## src/rtl/uart_pkg.sv

```systemverilog
// rtl/uart_pkg.sv - shared UART constants and TX handshake state encodings
package uart_pkg;

    localparam int UART_DW = 8;

    typedef enum logic [1:0] {
        FS_IDLE      = 2'd0,
        FS_ISSUE     = 2'd1,
        FS_WAIT_BUSY = 2'd2,
        FS_WAIT_DONE = 2'd3
    } fsm_state_t;

endpackage

```

## src/rtl/sync_fifo_mem.sv

```systemverilog
// rtl/sync_fifo_mem.sv - circular byte RAM with read/write pointers, count and flags
module sync_fifo_mem
    import uart_pkg::*;
#(
    parameter int DEPTH = 16,
    parameter int AW    = $clog2(DEPTH)
) (
    input  logic               clk,
    input  logic               rst_n,
    input  logic               push,
    input  logic               pop,
    input  logic               flush,
    input  logic [UART_DW-1:0] wr_data,
    output logic [UART_DW-1:0] rd_data,
    output logic [AW:0]        count,
    output logic               full,
    output logic               empty
);

    localparam logic [AW:0] FULL_CNT = (AW + 1)'(DEPTH);

    logic [UART_DW-1:0] mem [DEPTH];
    logic [AW-1:0]      wr_ptr;
    logic [AW-1:0]      rd_ptr;

    always_ff @(posedge clk or negedge rst_n) begin
        if (!rst_n) begin
            wr_ptr <= '0;
            rd_ptr <= '0;
            count  <= '0;
        end else if (flush) begin
            wr_ptr <= '0;
            rd_ptr <= '0;
            count  <= '0;
        end else begin
            if (push) wr_ptr <= wr_ptr + 1'b1;
            if (pop)  rd_ptr <= rd_ptr + 1'b1;
            case ({push, pop})
                2'b10:   count <= count + 1'b1;
                2'b01:   count <= count - 1'b1;
                default: count <= count;
            endcase
        end
    end

    // Storage is deliberately left out of reset.
    always_ff @(posedge clk) begin
        if (push && !flush) mem[wr_ptr] <= wr_data;
    end

    assign rd_data = mem[rd_ptr];
    assign full    = (count == FULL_CNT);
    assign empty   = (count == '0);

endmodule

```

## src/rtl/uart_tx_fifo.sv

```systemverilog
// rtl/uart_tx_fifo.sv - byte FIFO feeding a UART transmitter via start/data/busy handshake
module uart_tx_fifo
    import uart_pkg::*;
#(
    parameter int DEPTH = 16,
    parameter int AW    = $clog2(DEPTH)
) (
    input  logic               clk,
    input  logic               rst_n,
    input  logic               wr_en,
    input  logic [UART_DW-1:0] wr_data,
    input  logic               flush,
    input  logic               clr_ovf,
    output logic               full,
    output logic               empty,
    output logic [AW:0]        level,
    output logic               overflow,
    output logic               tx_start,
    output logic [UART_DW-1:0] tx_data,
    input  logic               tx_busy
);

    fsm_state_t         state;
    fsm_state_t         state_nxt;
    logic               pop;
    logic               push_ok;
    logic [UART_DW-1:0] rd_data;

    // The pop is exactly the IDLE->ISSUE transition; flush suppresses it.
    assign pop     = (state == FS_IDLE) && !empty && !tx_busy && !flush;
    assign push_ok = wr_en && !flush && (!full || pop);

    sync_fifo_mem #(
        .DEPTH (DEPTH),
        .AW    (AW)
    ) u_mem (
        .clk     (clk),
        .rst_n   (rst_n),
        .push    (push_ok),
        .pop     (pop),
        .flush   (flush),
        .wr_data (wr_data),
        .rd_data (rd_data),
        .count   (level),
        .full    (full),
        .empty   (empty)
    );

    always_ff @(posedge clk or negedge rst_n) begin
        if (!rst_n) state <= FS_IDLE;
        else        state <= state_nxt;
    end

    always_comb begin
        state_nxt = state;
        case (state)
            FS_IDLE:      if (pop) state_nxt = FS_ISSUE;
            FS_ISSUE:     state_nxt = FS_WAIT_BUSY;
            FS_WAIT_BUSY: if (tx_busy) state_nxt = FS_WAIT_DONE;
            FS_WAIT_DONE: if (!tx_busy) state_nxt = FS_IDLE;
            default:      state_nxt = FS_IDLE;
        endcase
    end

    // Registered start/data so the transmitter sees no input-to-output path.
    always_ff @(posedge clk or negedge rst_n) begin
        if (!rst_n) begin
            tx_start <= 1'b0;
            tx_data  <= '0;
            overflow <= 1'b0;
        end else begin
            tx_start <= pop;
            if (pop) tx_data <= rd_data;
            if (wr_en && full && !pop) overflow <= 1'b1;
            else if (clr_ovf)          overflow <= 1'b0;
        end
    end

endmodule

```

## config.mk

```make
export PLATFORM = sky130hd
export DESIGN_NAME = uart_tx_fifo
export DESIGN_NICKNAME = d
export VERILOG_FILES = /design/src/rtl/uart_pkg.sv /design/src/rtl/sync_fifo_mem.sv /design/src/rtl/uart_tx_fifo.sv
export SDC_FILE = /design/constraint.sdc
export NUM_CORES = 1
export LEC_CHECK = 0
export BUFFER_PORTS_ARGS = -buffer_cell sky130_fd_sc_hd__buf_2
export CORE_UTILIZATION = 55
export CTS_CLUSTER_DIAMETER = 60
export DETAILED_ROUTE_END_ITERATION = 8
export HOLD_SLACK_MARGIN = 0.03
export PLACE_DENSITY = 0.83
export SYNTH_ARGS = -nofsm -noshare
export SYNTH_HDL_FRONTEND = slang
export SYNTH_SLANG_ARGS = --single-unit
```

## constraint.sdc

```tcl
create_clock -name clk -period 2.7 [get_ports clk]
set_input_delay 0.675 -clock clk [delete_from_list [all_inputs] [get_ports clk]]
set_output_delay 0.675 -clock clk [all_outputs]
set_load 0.01 [all_outputs]
```

==> run metrics <==
CP cell instances=or4_4 > o211ai_4 > inv_4 > nand2_4 > inv_2 > ha_4 > nand2b_1 > a2111o_1 > nand2b_1 > a41oi_1; placed cells=533; port bufs=30; Worst EP arrival=2.95 ns; Detailed Route WL=12.6 mm; most frequent cells in the layout=edfxtp_1, mux4_2, buf_2, nor2_1, buf_4; setup ws final=0.0748 ns; clk_skew=0.00582 ns; Leak Pwr=2.60 nW; Nets=439; worst-path fanout max=6; commonest non-fill, non-tap cell in the layout=edfxtp_1; RSZ-0062 raised after global routing=no; first-pass GRT wire length=19.4 mm; CTS tree=yes; Die H=110 µm; area leader, netlist=edfxtp_1; Syn Inst Count=353; area share of fa/ha/maj cells after synthesis=2.68%; Hold WC Path Type=primary input to async pin; Vias/cell=6.07; 1st-pass router iterations=5; CTS H-Tree Depth=4; vias in the first global route=3,499; postcts setup bufs=0; element type at the critical path end=register; Synth Flop Type=edfxtp_1; largest net degree at the start of global routing=35; post-route insts no fill=564; Top-Level Pins=31; GRT Residual Overflow=0; routed wire length per instance=22.4 µm; layout cells sized above 1=31.4%; VDD IR max=0.659 mV; vias=3,423; Max Cap Viol=0; root buffer cell=clkbuf_16; Final ANT Viol Nets=0; Final min period=2.63 ns; Synth cell types=44; Die Wd=110 µm; # setup viols final=0; Area growth syn-to-layout=16.4%; CP Class=register to register; status=completed; relative slew slack=41.5%; Hold WS=0.267 ns; DRC=0; Crit path largest cell delay=0.57 ns; Worst path slowest cell=or4_4; simple-gate area share of the yosys netlist=4.56%; worst slew pin tran=0.874 ns; top-area cell type share of the netlist area=60.4%; EDFF count, synth=128; DIE AREA=12,000 µm²; Synth warnings=0; initial antenna violation count=0; Synth Area in Compound Gates=3.97%; Async S/R FF share, synth=16.3%; main combinational cell family by area after synthesis=multiplexers; Worst-Skew Late Latency=0.42 ns; post-synthesis mux area share=15.5%; Initial Util=57.7%; Final Cycle Share=97.2%; DR iter-0 viols=382; Post-Syn Area=6360 µm²; xor-xnor portion of the synthesized cell area=0.826%; top cells by area, synth=edfxtp_1, mux4_2, dfrtp_1, mux2i_1, ha_1; Fmax=381 MHz; Clock Sink Count=153; Syn Nets=380; power per cell area=807 nW/µm²; CP Data Required Time=3.03 ns; clock-pin slew on the worst setup and hold paths=0.06 ns; Synth Area per Inst=18.0 µm²; Max clock buf depth=2; Post-Place Setup Slack=-0.00844 ns; core area=11,000 µm²; number of fill cells=703; Seq/Total Area, Yosys=70.3%; Final Hold Fails=0; Slew Viols, Final=0; flop and latch count out of synthesis=153; CP bufs+invs=2; Antenna Cells=0; Rows=38; placer congestion estimate=0.827; CP Launch Type=register; delay-heaviest family, CP=simple AND/OR/NAND/NOR gates; Top cell by count, worst path=nand2b_1; DPL Wire Length=7.89 mm; total CTS buffers=17; GRT Overall Usage=23.7%
## flip-flops by register name, indices dropped and copies added (netlist names)
| name | flops |
|---|---|
| tx_start | 1 |
| state | 2 |
| u_mem.rd_ptr | 4 |
| tx_data | 8 |
| u_mem.wr_ptr | 4 |
| overflow | 1 |
| u_mem.count | 5 |
| u_mem.mem | 128 |
## final timing paths
kind                       slack (ns)  cells after the start               to           start
max in group asynchronous        2.00                      1  u_mem.rd_ptr[1]           rst_n
max reg2reg                      0.07                     10   u_mem.count[4]  u_mem.count[1]
max                              0.07                     10   u_mem.count[4]  u_mem.count[1]
min                              0.27                      1         state[0]           rst_n
min in group clk                 0.50                      2       tx_data[6]      tx_data[6]
min reg2reg                      0.50                      2       tx_data[6]      tx_data[6]
## timing repair
| action | 4_1_cts | 5_1_grt |
|---|---|---|
| hold buffers | 0 | 0 |
| setup endpoints to repair | 0 | 1 |
| gates resized for setup | 0 | 1 |
| hold endpoints to repair | 0 | 0 |
## layout make-up
type	count	area [µm²]	share of cell area (%)
sequential	153	4470	60.4
clock buffer	20	437	5.90
clock inverter	11	126	1.71
timing repair buffer	57	353	4.76
tap	140	175	2.37
inverter	14	55.1	0.743
multi-input combinational	169	1790	24.1
## where the power goes
| group | internal (W) | switching, W | total (W) |
|---|---|---|---|
| clock network | 0.00135 | 0.000890 | 0.00224 |
| logic | 0.000406 | 0.000530 | 0.000936 |
| registers | 0.00269 | 0.000109 | 0.00280 |
| total | 0.00445 | 0.00153 | 0.00598 |
## synth_stat cells, drive strengths merged (2+ instances only)
master	instances
nor2	28
o21ai	3
inv	14
ha	12
mux2i	22
o211ai	3
xor2	4
buf	8
dfrtp	25
nand3	3
mux2	4
a21oi	5
nand2	15
or4	2
mux4	32
xnor2	2
clkbuf	9
a311oi	2
o221ai	8
nor2b	2
edfxtp	128
nor3	4
nand2b	6
## metal layers
layer / wire length, µm / part of all wire (%) / global-route usage, %
met2: 6330 / 50 / 37.8
met1: 4970 / 39 / 29.8
met5: 0 / 0 / 0
met4: 401 / 3.2 / 11.3
met3: 908 / 7.2 / 7.05
## metrics by stage
step,utilization (%),instance area (µm²),setup TNS [ns],power [W]
finish,67.1,7410,0,0.00598
floorplan,-,6400,-0.0220,0.00341
global route,67.1,7410,0,0.00620
CTS,67.1,7400,0,0.00600
global placement,62.0,6840,0,0.00372
detailed placement,62.0,6840,-0.00844,0.00376
## logic make-up after synthesis
group,count (synthesis)
simple gates,63
buf+inv,31
compound gates,29
xor+xnor,6
mux,58
flops,153
fa+ha+maj,13
No activity file was read; power rests on OpenSTA's default activity.
